## src/rtl/cpu_fetch_queue_if.sv

```systemverilog
// Instruction-bus read channel between the fetch queue (master) and the
// instruction memory (slave). Request/address are held by the master until
// the cycle ready is sampled high; rdata is valid in that same cycle.
interface cpu_fetch_queue_if;
  logic        o_bus_request;
  logic [31:0] o_bus_address;
  logic        i_bus_ready;
  logic [31:0] i_bus_rdata;

  modport master (
    output o_bus_request,
    output o_bus_address,
    input  i_bus_ready,
    input  i_bus_rdata
  );

  modport slave (
    input  o_bus_request,
    input  o_bus_address,
    output i_bus_ready,
    output i_bus_rdata
  );
endinterface

```

## src/rtl/cpu_fetch_queue.sv

```systemverilog
// cpu_fetch_queue: instruction prefetcher with a DEPTH-entry queue.
// Fetches sequential words over the instruction bus, tags each pushed word
// with a wrapping push count, and stops at control-flow instructions until
// execute resolves the next PC (matched by tag). The head of the queue is
// presented on o_tag/o_instruction/o_pc; a new o_tag marks a new instruction.
// Optional build macro: CPU_FETCH_JAL_PREDICT_EN -- when defined, JAL is
// followed at push time (pc + J-immediate) instead of waiting for execute.
module cpu_fetch_queue #(
  parameter int          DEPTH     = 4,
  parameter int          TAG_WIDTH = 8,
  parameter logic [31:0] RESET_PC  = 32'h0
) (
  input  logic                 i_clock,
  input  logic                 i_reset,
  input  logic                 i_stall,
  cpu_fetch_queue_if.master    bus,
  input  logic [TAG_WIDTH-1:0] i_tag,
  input  logic [31:0]          i_pc_next,
  output logic [TAG_WIDTH-1:0] o_tag,
  output logic [31:0]          o_instruction,
  output logic [31:0]          o_pc
);

  localparam int PW = $clog2(DEPTH);
  localparam int CW = $clog2(DEPTH) + 1;
  localparam logic [CW-1:0] FULL = CW'(DEPTH);

  localparam logic [6:0] OP_BRANCH = 7'b1100011;
  localparam logic [6:0] OP_JAL    = 7'b1101111;
  localparam logic [6:0] OP_JALR   = 7'b1100111;
  localparam logic [6:0] OP_SYSTEM = 7'b1110011;

  typedef struct packed {
    logic [TAG_WIDTH-1:0] tag;
    logic [31:0]          pc;
    logic [31:0]          instr;
  } entry_t;

  typedef enum logic {
    S_FETCH,
    S_WAIT_BRANCH
  } state_e;

  // Queue storage (no reset needed: emptiness is tracked by count_q)
  entry_t mem_q [DEPTH];

  state_e               state_q,      state_d;
  logic [31:0]          fetch_pc_q,   fetch_pc_d;
  logic [TAG_WIDTH-1:0] push_cnt_q,   push_cnt_d;
  logic [TAG_WIDTH-1:0] branch_tag_q, branch_tag_d;
  logic [PW-1:0]        wr_ptr_q,     wr_ptr_d;
  logic [PW-1:0]        rd_ptr_q,     rd_ptr_d;
  logic [CW-1:0]        count_q,      count_d;
  logic                 req_q,        req_d;
  entry_t               out_q,        out_d;

  logic   push;
  logic   pop;
  logic   is_ctrl;
  logic [6:0] opcode;
  entry_t push_entry;

  // A transfer completes when our held request meets ready
  assign push   = req_q & bus.i_bus_ready;
  assign pop    = (count_q != '0) & ~i_stall;
  assign opcode = bus.i_bus_rdata[6:0];

  assign is_ctrl = (opcode == OP_BRANCH) | (opcode == OP_JAL) |
                   (opcode == OP_JALR)   | (opcode == OP_SYSTEM);

  // Tag of a pushed word is the incremented push count, so the first
  // instruction after reset carries tag 1 and never aliases the reset o_tag
  assign push_entry.tag   = push_cnt_q + TAG_WIDTH'(1);
  assign push_entry.pc    = fetch_pc_q;
  assign push_entry.instr = bus.i_bus_rdata;

`ifdef CPU_FETCH_JAL_PREDICT_EN
  logic        is_jal;
  logic [31:0] jal_target;
  assign is_jal     = (opcode == OP_JAL);
  assign jal_target = fetch_pc_q + {{12{bus.i_bus_rdata[31]}}, bus.i_bus_rdata[19:12],
                                    bus.i_bus_rdata[20], bus.i_bus_rdata[30:21], 1'b0};
`endif

  // Next-state: fetch PC / FSM, queue pointers, presented entry, request
  always_comb begin
    state_d      = state_q;
    fetch_pc_d   = fetch_pc_q;
    push_cnt_d   = push_cnt_q;
    branch_tag_d = branch_tag_q;
    wr_ptr_d     = wr_ptr_q;
    rd_ptr_d     = rd_ptr_q;
    out_d        = out_q;

    if (push) begin
      wr_ptr_d   = wr_ptr_q + PW'(1);
      push_cnt_d = push_entry.tag;
      fetch_pc_d = fetch_pc_q + 32'd4;
`ifdef CPU_FETCH_JAL_PREDICT_EN
      if (is_jal) begin
        fetch_pc_d = jal_target;
      end else if (is_ctrl) begin
        state_d      = S_WAIT_BRANCH;
        branch_tag_d = push_entry.tag;
      end
`else
      if (is_ctrl) begin
        state_d      = S_WAIT_BRANCH;
        branch_tag_d = push_entry.tag;
      end
`endif
    end

    // Request is low while waiting, so no push can race the redirect
    if ((state_q == S_WAIT_BRANCH) && (i_tag == branch_tag_q)) begin
      fetch_pc_d = i_pc_next;
      state_d    = S_FETCH;
    end

    if (pop) begin
      out_d    = mem_q[rd_ptr_q];
      rd_ptr_d = rd_ptr_q + PW'(1);
    end

    count_d = count_q + {{(CW-1){1'b0}}, push} - {{(CW-1){1'b0}}, pop};

    // Registered request: computed from next state so it stays asserted with
    // a stable address until the transfer completes (PC and state only move
    // on a push or a redirect, neither of which can happen while pending)
    req_d = (state_d == S_FETCH) && (count_d < FULL);
  end

  // State register for control, pointers and presented instruction
  always_ff @(posedge i_clock) begin
    if (i_reset) begin
      state_q      <= S_FETCH;
      fetch_pc_q   <= RESET_PC;
      push_cnt_q   <= '0;
      branch_tag_q <= '0;
      wr_ptr_q     <= '0;
      rd_ptr_q     <= '0;
      count_q      <= '0;
      req_q        <= 1'b0;
      out_q        <= '0;
    end else begin
      state_q      <= state_d;
      fetch_pc_q   <= fetch_pc_d;
      push_cnt_q   <= push_cnt_d;
      branch_tag_q <= branch_tag_d;
      wr_ptr_q     <= wr_ptr_d;
      rd_ptr_q     <= rd_ptr_d;
      count_q      <= count_d;
      req_q        <= req_d;
      out_q        <= out_d;
    end
  end

  // Queue write; a ready seen during reset is dropped
  always_ff @(posedge i_clock) begin
    if (!i_reset && push) begin
      mem_q[wr_ptr_q] <= push_entry;
    end
  end

  assign bus.o_bus_request = req_q;
  assign bus.o_bus_address = fetch_pc_q;
  assign o_tag             = out_q.tag;
  assign o_instruction     = out_q.instr;
  assign o_pc              = out_q.pc;

endmodule

```

## src/flat_wrapper.sv

```systemverilog
// flat-port wrapper written by rule: the top's interface ports become plain ports
module cpu_fetch_queue_flat 
#(
  parameter int          DEPTH     = 4,
  parameter int          TAG_WIDTH = 8,
  parameter logic [31:0] RESET_PC  = 32'h0
)
  (i_clock, i_reset, i_stall, i_tag, i_pc_next, o_tag, o_instruction, o_pc, bus_o_bus_request, bus_o_bus_address, bus_i_bus_ready, bus_i_bus_rdata);
  cpu_fetch_queue_if bus_i ();
  input  logic i_clock;
  input  logic i_reset;
  input  logic i_stall;
  input  logic [TAG_WIDTH-1:0] i_tag;
  input  logic [31:0] i_pc_next;
  output logic [TAG_WIDTH-1:0] o_tag;
  output logic [31:0] o_instruction;
  output logic [31:0] o_pc;
  output wire logic [$bits(bus_i.o_bus_request)-1:0] bus_o_bus_request;
  output wire logic [$bits(bus_i.o_bus_address)-1:0] bus_o_bus_address;
  input wire logic [$bits(bus_i.i_bus_ready)-1:0] bus_i_bus_ready;
  input wire logic [$bits(bus_i.i_bus_rdata)-1:0] bus_i_bus_rdata;
  assign bus_o_bus_request = bus_i.o_bus_request;
  assign bus_o_bus_address = bus_i.o_bus_address;
  assign bus_i.i_bus_ready = bus_i_bus_ready;
  assign bus_i.i_bus_rdata = bus_i_bus_rdata;
  cpu_fetch_queue #(.DEPTH(DEPTH), .TAG_WIDTH(TAG_WIDTH), .RESET_PC(RESET_PC)) u_core (.i_clock(i_clock), .i_reset(i_reset), .i_stall(i_stall), .bus(bus_i), .i_tag(i_tag), .i_pc_next(i_pc_next), .o_tag(o_tag), .o_instruction(o_instruction), .o_pc(o_pc));
endmodule
```

## config.mk

```make
export PLATFORM = sky130hd
export DESIGN_NAME = cpu_fetch_queue_flat
export DESIGN_NICKNAME = d
export VERILOG_FILES = /design/src/rtl/cpu_fetch_queue_if.sv /design/src/rtl/cpu_fetch_queue.sv /design/src/flat_wrapper.sv
export SDC_FILE = /design/constraint.sdc
export NUM_CORES = 1
export LEC_CHECK = 0
export BUFFER_PORTS_ARGS = -buffer_cell sky130_fd_sc_hd__buf_4
export CAP_MARGIN = 20
export CORE_MARGIN = 2
export CORE_UTILIZATION = 40
export DETAILED_ROUTE_END_ITERATION = 10
export GPL_TIMING_DRIVEN = 0
export MAX_ROUTING_LAYER = met4
export SETUP_SLACK_MARGIN = 0.5
export SYNTH_ARGS = -nofsm -noshare
export SYNTH_HDL_FRONTEND = slang
export SYNTH_SLANG_ARGS = --single-unit
```

## constraint.sdc

```tcl
create_clock -name i_clock -period 6.45 [get_ports i_clock]
set_input_delay 0.3225 -clock i_clock [delete_from_list [all_inputs] [get_ports i_clock]]
set_output_delay 0.3225 -clock i_clock [all_outputs]
set_load 0.05 [all_outputs]
```

==> impl_metrics.json, run 1 <==
{
  "routedWlPerCell_um": 19.4,
  "drive_gt1_share_pct": 30.0,
  "cts.repair.resized": 0,
  "cp_cell_sequence": "nor3_1 -> or2_2 -> clkbuf_1 -> inv_1 -> clkbuf_1 -> ha_1 -> inv_1 -> ha_1 -> inv_1 -> fa_1 -> xnor2_1 -> xnor2_1 -> nor2b_1",
  "rows": 73,
  "period_share_pct": 52.2,
  "post_cts_buffers": 0,
  "synth_top_flop_cell": "edfxtp_1",
  "ctsRootBufferMaster": "clkbuf_16",
  "path_max_fanout": 10,
  "reg2reg_slack_ps": 3080,
  "setup_viol": 0,
  "timing.max_cap.violations": 0,
  "crit_type": "reg -> reg",
  "post-synth-top-count-cell": "edfxtp_1",
  "dp_hpwl_um": 25800,
  "synth.largest_area_cell": "edfxtp_1",
  "synth-edff-count": 288,
  "dieHeight_um": 204,
  "final-hold-violation-count": 0,
  "synth_compound_area_share_pct": 3.96,
  "synth-seq-cells": 417,
  "worst-path-buf-inv": 5,
  "yosys_warnings": 0,
  "clk_latency_ps": 570,
  "gp_congestion": 0.769,
  "antenna_cells": 0,
  "worstPathArrival_ps": 3790,
  "synthTopCellsByCount": "edfxtp_1, nand2_1, dfxtp_1",
  "cpPeakStageDelay_ps": 510,
  "grt_pass1_vias": 9827,
  "drcViolationCount": 0,
  "hold_path_depth": 3,
  "worst_slack_ps": 3080,
  "synth_top_family_by_area": "multiplexers",
  "synth_top_area_share_pct": 54.0,
  "yosysSeqAreaShare_pct": 70.1,
  "clock_path_buffers": 3,
  "numPortBuffers": 179,
  "run_status": "finished, final reports clean",
  "vias": 9582,
  "grt_usage_pct": 18.7,
  "slowest_stage": "clkbuf_1",
  "syn_nets": 1147,
  "cp_top_family": "buffers and inverters",
  "finalPower_uw": 7200,
  "ctsHtreeMaxLevel": 2,
  "hp-class": "in -> reg",
  "io_pins": 181,
  "grt_max_degree": 14,
  "cts_made_buffers": 46,
  "async_reset_ff_share_pct": 0,
  "grt_overflow": 0,
  "ctsHoldBuffers": 34,
  "cts_sinks": 417,
  "syn_area_um2": 16000,
  "end_kind": "register",
  "max_freq_mhz": 297,
  "p_per_area_nw_per_um2": 355,
  "crit_top_cell": "inv_1",
  "syn_to_final_growth_pct": 26.7,
  "slew_viol_final": 0,
  "yosys.area_share.simple_pct": 8.08,
  "drt_iter0_drc": 528,
  "core_um2": 39600,
  "rsz0062_at_grt": "false",
  "cts_tree": "done",
  "die_w_um": 204,
  "cp.depth": 13,
  "slew_headroom_pct": 34.9,
  "syn_area_per_cell_um2": 15.1,
  "synthMuxAreaShare_pct": 10.8,
  "post-place-ws_ps": 3050,
  "synthXorXnorAreaFrac_pct": 2.95,
  "die-area_um2": 41700,
  "critPathRequiredTime_ps": 6870,
  "worst_pin_slew_ps": 972,
  "start_kind": "register",
  "leakage_uw": 0.00711,
  "ir_worst_vdd_v": 0.000194,
  "drt_pass1_iterations": 5,
  "synth.area.top_cells": "edfxtp_1, dfxtp_1, mux4_2, nand2_1, a21oi_1",
  "antenna_found_initial": 1,
  "synthCells": 1062,
  "clk_pin_slew_ps": 60,
  "synth_fa_ha_area_share_pct": 0.750,
  "fin_skew_ps": 13.6,
  "wirelength_um": 37300,
  "grt_pass1_wl_um": 57100,
  "synth.distinct_cells": 33,
  "avgViaCountPerCell": 4.99,
  "drtAntennaViolNets": 0,
  "period_minus_slack_ps": 3370,
  "nFillCells": 3432,
  "nets": 1442,
  "start_util_pct": 40.4,
  "rr_worst_depth": 13
}
registers in the layout, indices dropped and copies added, names as in the netlist, 3 cells and up:
| signal | cells |
|---|---|
| u_core.bus.o_bus_address | 32 |
| u_core.o_tag | 8 |
| u_core.o_instruction | 32 |
| u_core.mem_q | 288 |
| u_core.push_cnt_q | 8 |
| u_core.count_q | 3 |
| u_core.branch_tag_q | 8 |
| u_core.o_pc | 32 |
final timing paths:
check	start	endpoint
worst min register to register	u_core.o_instruction[28]	u_core.o_instruction[28]
worst min-delay path	i_pc_next[5]	u_core.bus.o_bus_address[5]
worst max register to register	u_core.count_q[1]	u_core.count_q[2]
worst max-delay path	u_core.count_q[1]	u_core.count_q[2]
metrics by stage:
stage          util [%]  std cells  instance area (um^2)  hold WS, ps  TNS (ps)
2_1_floorplan         -       1062                 16000          421   -136310
3_3_place_gp       45.5       1766                 18000          444  -1523100
3_5_place_dp       46.5       1800                 18400          448         0
4_1_cts            51.2       1920                 20300         22.9         0
5_1_grt            51.2       1920                 20300         51.1         0
6_report           51.2       1920                 20300         58.5         0
worst min-delay path, stage by stage:
cell      delay [ps]
buf_4            110
nor2_1            90
a211oi_1          50
power breakdown:
group	switching [uW]	leakage, uW	total [uW]	internal, uW
clock network	1040	0.000755	2630	1590
logic	929	0.00271	1490	561
registers	77.5	0.00364	3090	3010
final cells by class:
class                      instances  area [um^2]  share of cell area, %
clock inverter                    28          259                   1.28
multi-input combinational        541         4270                   21.0
tap                              525          657                   3.24
clock buffer                      58         1270                   6.25
buffer                            94          499                   2.46
inverter                          10         37.5                  0.185
sequential                       417        11200                   55.3
timing repair buffer             247         2080                   10.2
routing by layer:
layer | wire length, um | global-route usage [%] | part of all wire [%] | up-vias
li1 | - | - | - | 4516
met1 | 16500 | 24.6 | 44 | 4777
met2 | 18200 | 30.2 | 49 | 237
met3 | 1840 | 2.93 | 4.9 | 52
met4 | 691 | 5.46 | 1.9 | 0
met5 | 0 | - | 0 | -
layout by cell type (no fill, tap or decap), types with 2 or more instances in the layout:
| cell | instances |
|---|---|
| edfxtp_1 | 288 |
| buf_4 | 212 |
| nand2_1 | 162 |
| dfxtp_1 | 129 |
| a21oi_1 | 75 |
| mux4_2 | 72 |
| nor2_1 | 59 |
| clkbuf_1 | 50 |
| clkbuf_16 | 49 |
| dlygate4sd3_1 | 34 |
| xnor2_1 | 33 |
| buf_6 | 31 |
| a211oi_1 | 26 |
| xor2_1 | 21 |
| buf_2 | 18 |
| nand4_1 | 15 |
| nand3_1 | 13 |
| nor3_1 | 12 |
| mux2i_1 | 11 |
| clkinv_2 | 11 |
| inv_1 | 10 |
| clkinv_1 | 10 |
| ha_1 | 8 |
| and4_1 | 7 |
| bufinv_16 | 5 |
| nor3b_2 | 4 |
| a211oi_2 | 4 |
| nor2b_1 | 3 |
| or3_1 | 3 |
| nor4b_2 | 3 |
| buf_8 | 3 |
| and3_1 | 2 |
| nor4_2 | 2 |
kinds of logic (layout without fill, tap and decap cells):
group / after synthesis / in the layout
muxes: 83 / 83
xor gates and xnor gates: 54 / 54
buffers and inverters: 104 / 437
and+or+nand+nor: 288 / 288
AOI/OAI and AO/OA: 107 / 107
DFF: 417 / 417
adders and majority gates: 9 / 9
(Power assumes the default switching activity.)
==> inputs of run 2 (changes only) <==
==> constraint.sdc (replaced) <==
create_clock -name i_clock -period 2.8 [get_ports i_clock]
set_input_delay 0.14 -clock i_clock [delete_from_list [all_inputs] [get_ports i_clock]]
set_output_delay 0.14 -clock i_clock [all_outputs]
set_load 0.05 [all_outputs]
==> run 2 against run 1 <==
Effect of this change: register-to-register slack worse by 2600 ps; utilization up 1.5 points; non-clock buffer count up 24; wire length up 1.2%.
==> impl_metrics.json, run 2 (synthesis results as in run 1) <==
{
  "drcViolationCount": 0,
  "worstPathArrival_ps": 2700,
  "nFillCells": 3390,
  "cts_tree": "done",
  "finalPower_uw": 16800,
  "timing.max_cap.violations": 0,
  "dp_hpwl_um": 25100,
  "grt_overflow": 0,
  "drt_pass1_iterations": 4,
  "period_minus_slack_ps": 2290,
  "leakage_uw": 0.00734,
  "route.met3.wl_um": 1590,
  "syn_to_final_growth_pct": 30.4,
  "final_common_cell": "edfxtp_1",
  "crit_type": "reg -> reg",
  "start_kind": "register",
  "wl_met2_um": 18400,
  "antenna_found_initial": 0,
  "avgViaCountPerCell": 4.99,
  "wl_met1_um": 17100,
  "top_register": "u_core.mem_q",
  "setup_viol": 0,
  "drtAntennaViolNets": 0,
  "dieHeight_um": 204,
  "slew_headroom_pct": 35.3,
  "r2r-end": "u_core.count_q[2]",
  "r2r-start": "u_core.count_q[1]",
  "die_w_um": 204,
  "p_per_area_nw_per_um2": 805,
  "clk_pin_slew_ps": 60,
  "reg2reg_slack_ps": 510,
  "io_pins": 181,
  "routedWlPerCell_um": 19.4,
  "routed.top_layer": "met4",
  "worst_slack_ps": 510,
  "slew_viol_final": 0,
  "design_area_um2": 20900,
  "grt_max_degree": 16,
  "worst_pin_slew_ps": 970,
  "hp-class": "in -> reg",
  "largest_reg_flops": 288,
  "start_util_pct": 40.4,
  "rr_worst_depth": 13,
  "fin_skew_ps": 23.2,
  "ctsRootBufferMaster": "clkbuf_16",
  "min_to": "u_core.push_cnt_q[3]",
  "wirelength_um": 37700,
  "core_um2": 39600,
  "critPathRequiredTime_ps": 3210,
  "drt_iter0_drc": 549,
  "grt_pass1_vias": 9972,
  "drive_gt1_share_pct": 30.8,
  "vias": 9694,
  "layout_common_cells": "edfxtp_1, buf_4, nand2_1",
  "period_share_pct": 81.8,
  "cp_top_family": "adder cells",
  "nets": 1465,
  "cpPeakStageDelay_ps": 340,
  "end_kind": "register",
  "rows": 73,
  "cts_made_buffers": 45,
  "final-hold-violation-count": 0,
  "die-area_um2": 41700,
  "path_max_fanout": 3,
  "numPortBuffers": 179,
  "hold_path_depth": 4,
  "placed_area_um2": 18600,
  "clk_latency_ps": 580,
  "rsz0062_at_grt": "true",
  "post-place-ws_ps": 170,
  "worst-path-buf-inv": 5,
  "ctsHtreeMaxLevel": 2,
  "ir_worst_vdd_v": 0.000424,
  "run_status": "finished, final reports clean",
  "max_freq_mhz": 437,
  "cts_sinks": 417,
  "cp_cell_sequence": "nor3_2 -> or2_4 -> clkbuf_16 -> inv_6 -> clkbuf_16 -> ha_4 -> inv_4 -> ha_4 -> inv_2 -> fa_2 -> xnor2_2 -> xnor2_2 -> nor2b_1",
  "slowest_stage": "dfxtp_4",
  "gp_congestion": 0.785,
  "whs_ps": 45.0,
  "clock_path_buffers": 3,
  "grt_usage_pct": 18.9,
  "antenna_cells": 0,
  "worstHoldStart": "bus_i_bus_ready",
  "grt_pass1_wl_um": 57800
}
run 2: layout make-up:
cell class	count	area (um^2)	area share, %
Buffer	94	557	2.67
Clock buffer	58	1210	5.82
Clock inverter	26	300	1.44
Inverter	10	45.0	0.216
Multi-Input combinational cell	541	4360	20.9
Sequential cell	417	11200	53.8
Tap cell	525	657	3.14
Timing Repair Buffer	271	2510	12.0
run 2: worst max-delay path by stage:
stage | to | from | slack (ps) | cells past startpoint
floorplan | u_core.mem_q[0][0] | u_core.bus.o_bus_request | -190 | 3
global placement | u_core.mem_q[1][15] | i_reset | -2080 | 3
detailed placement | u_core.mem_q[3][14] | i_reset | 170 | 6
CTS | u_core.bus.o_bus_request | u_core.count_q[2] | 470 | 13
global route | u_core.count_q[2] | u_core.count_q[1] | 400 | 13
finish | u_core.count_q[2] | u_core.count_q[1] | 510 | 13
run 2: worst reg2reg max path, delay by kind of cell (launching register included):
family / cells / cell delay, ps
flip-flops: 1 / 340
adder cells (fa/ha/maj): 3 / 690
buffers and inverters: 5 / 370
AND/OR/NAND/NOR: 3 / 420
XOR/XNOR: 2 / 310
run 2: through the flow:
| stage | TNS, ps | util (%) | instances |
|---|---|---|---|
| 2_1_floorplan | -50600 | - | 1062 |
| 3_3_place_gp | -594260 | 45.8 | 1766 |
| 3_5_place_dp | 0 | 47.0 | 1788 |
| 4_1_cts | 0 | 52.6 | 1941 |
| 5_1_grt | 0 | 52.7 | 1942 |
| 6_report | 0 | 52.7 | 1942 |
run 2: metal layers:
layer / vias to the layer above / track usage (%)
li1: 4555 / -
met1: 4871 / 24.9
met2: 222 / 31.0
met3: 46 / 2.69
met4: 0 / 5.12
met5: - / -
run 2: report_power, final:
group          switching (uW)  total (uW)  internal, uW
Clock                    2380        6000          3630
Sequential                194        7130          6940
Combinational            2210        3680          1480
Total                    4780       16800         12000
run 2: repair_timing:
item | 4_1_cts | 5_1_grt
pin swaps | 6 | 4
buffers inserted | 5 | 1
hold buffers | 64 | 0
gates resized for setup | 6 | 12
endpoints found under the hold margin | 160 | 0
setup endpoints to repair | 24 | 31
==> inputs of run 3 (changes only) <==
==> constraint.sdc (replaced) <==
create_clock -name i_clock -period 2.2 [get_ports i_clock]
set_input_delay 0.11 -clock i_clock [delete_from_list [all_inputs] [get_ports i_clock]]
set_output_delay 0.11 -clock i_clock [all_outputs]
set_load 0.05 [all_outputs]
==> run 3 against run 2 <==
Effect of this change: the run now ends with negative setup slack left; largest cell class unchanged; clock-buffer cell count grew 9; register-to-register slack lost 590 ps; sequential share of layout area shrank 3.9 points; critical path depth unchanged; utilization up 4.4 points; worst hold slack worse by 3.9 ps; wire length increased by 5.2%; first-iteration DRC count grew 1.6%; largest power group unchanged; power increased by 29%.
==> impl_metrics.json, run 3 (synthesis results as in run 1) <==
{
  "dieHeight_um": 204,
  "worst_pin_slew_ps": 953,
  "largest_reg_flops": 288,
  "path_max_fanout": 2,
  "grt_max_degree": 17,
  "rows": 73,
  "slew_viol_final": 0,
  "worst_slack_ps": -76.5,
  "register_area_um2": 11300,
  "routedWlPerCell_um": 19.9,
  "multi_input_area_um2": 5000,
  "violations": "negative setup slack",
  "finalPower_uw": 21600,
  "drcViolationCount": 0,
  "gp_congestion": 0.794,
  "period_share_pct": 103,
  "internal-power_uw": 15500,
  "final_common_cell": "edfxtp_1",
  "die_w_um": 204,
  "crit_type": "reg -> reg",
  "antenna_cells": 0,
  "cts_sinks": 417,
  "final-hold-violation-count": 0,
  "grt_pass1_wl_um": 59200,
  "start_util_pct": 40.4,
  "max_freq_mhz": 439,
  "worstPathArrival_ps": 2660,
  "hp-class": "in -> reg",
  "leakage_uw": 0.00808,
  "dp_hpwl_um": 25400,
  "period_minus_slack_ps": 2280,
  "setup_viol": 2,
  "p_per_area_nw_per_um2": 956,
  "switching_share_pct": 28.3,
  "vias": 9993,
  "drt_iter0_drc": 558,
  "drive_gt1_share_pct": 42.6,
  "start_kind": "register",
  "die-area_um2": 41700,
  "fin_skew_ps": 17.7,
  "io_pins": 181,
  "cts_tree": "done",
  "grt_pass1_vias": 10300,
  "clock_path_buffers": 3,
  "timing.max_cap.violations": 0,
  "drt_pass1_iterations": 5,
  "wirelength_um": 39700,
  "power.switching_uw": 6120,
  "ctsRootBufferMaster": "clkbuf_16",
  "top_register": "u_core.mem_q",
  "numPortBuffers": 179,
  "avgViaCountPerCell": 5.01,
  "nets": 1521,
  "combPwrFrac_pct": 24.0,
  "utilization_pct": 57.1,
  "ctsHtreeMaxLevel": 2,
  "syn_to_final_growth_pct": 41.3,
  "clk_pin_slew_ps": 60,
  "slew_headroom_pct": 36.5,
  "critPathRequiredTime_ps": 2580,
  "cts_made_buffers": 43,
  "grt_overflow": 0,
  "core_um2": 39600,
  "run_status": "finished, violations left",
  "nFillCells": 3122,
  "pwr-share-clk_pct": 34.0,
  "ir_worst_vdd_v": 0.000569,
  "power_frac_seq_pct": 42.0,
  "clk_latency_ps": 540,
  "antenna_found_initial": 0,
  "grt_usage_pct": 19.3,
  "layout_common_cells": "edfxtp_1, buf_4, nand2_1",
  "drtAntennaViolNets": 0,
  "end_kind": "register",
  "rsz0062_at_grt": "true"
}
[run 3: what timing repair did]
action,in CTS,in global routing
setup endpoints to repair,400,225
resized for setup,202,118
hold buffers,64,0
buffers inserted,30,23
endpoints found under the hold margin,160,0
pin swaps,13,36
cloned,6,4
[run 3: per-layer routing]
layer	global-route usage, %	part of all wire [%]	up-vias
met5	-	0	-
met4	4.48	1.6	0
met3	2.93	5.2	46
met2	33.3	52	276
met1	24.2	41	5006
li1	-	-	4665
[run 3: final cells by class]
class,count,area share [%]
multi-input combinational,541,22.1
buffer,94,3.74
sequential,417,49.9
clock buffer,67,5.73
clock inverter,13,0.696
inverter,10,0.210
timing repair buffer,329,14.7
tap,525,2.90
[run 3: worst paths after layout]
| check | start | end | slack [ps] | depth (start not counted) |
|---|---|---|---|---|
| setup reg to reg | u_core.count_q[1] | u_core.count_q[2] | -80 | 13 |
| hold reg to reg | u_core.o_pc[3] | u_core.o_pc[3] | 450 | 2 |
| setup / recovery | u_core.count_q[1] | u_core.count_q[2] | -80 | 13 |
| hold / removal | bus_i_bus_ready | u_core.push_cnt_q[3] | 40 | 4 |
[run 3: power groups by stage]
| stage | clock network (uW) | logic (uW) | registers, uW |
|---|---|---|---|
| after detailed placement | 0 | 4530 | 9250 |
| after CTS | 7500 | 4990 | 9080 |
| after global placement | 0 | 4400 | 9260 |
| final | 7360 | 5200 | 9090 |
| after global routing | 7830 | 5580 | 9130 |
| after floorplan | 0 | 2250 | 10100 |
[run 3: worst max-delay path, stage by stage, from the launching register on]
cell       delay, ps
dfxtp_4          350
nor3_4           160
or2_4            140
clkbuf_16        130
inv_8             30
clkbuf_16        130
ha_4             210
inv_4             50
ha_4             110
inv_2             30
fa_2             340
xnor2_2          160
xnor2_2          150
nor2b_1          130
[run 3: stage by stage]
stage	setup TNS, ps	area [um^2]	cells	worst slack (ps)	hold WS (ps)
6_report	-128	22600	1996	-76.5	41.1
5_1_grt	-313	22600	1996	-162	52.7
2_1_floorplan	-223500	16200	1062	-790	209
4_1_cts	-144	21900	1969	-86.1	6.55
3_3_place_gp	-744450	18200	1766	-2630	312
3_5_place_dp	-23560	18700	1789	-287	316
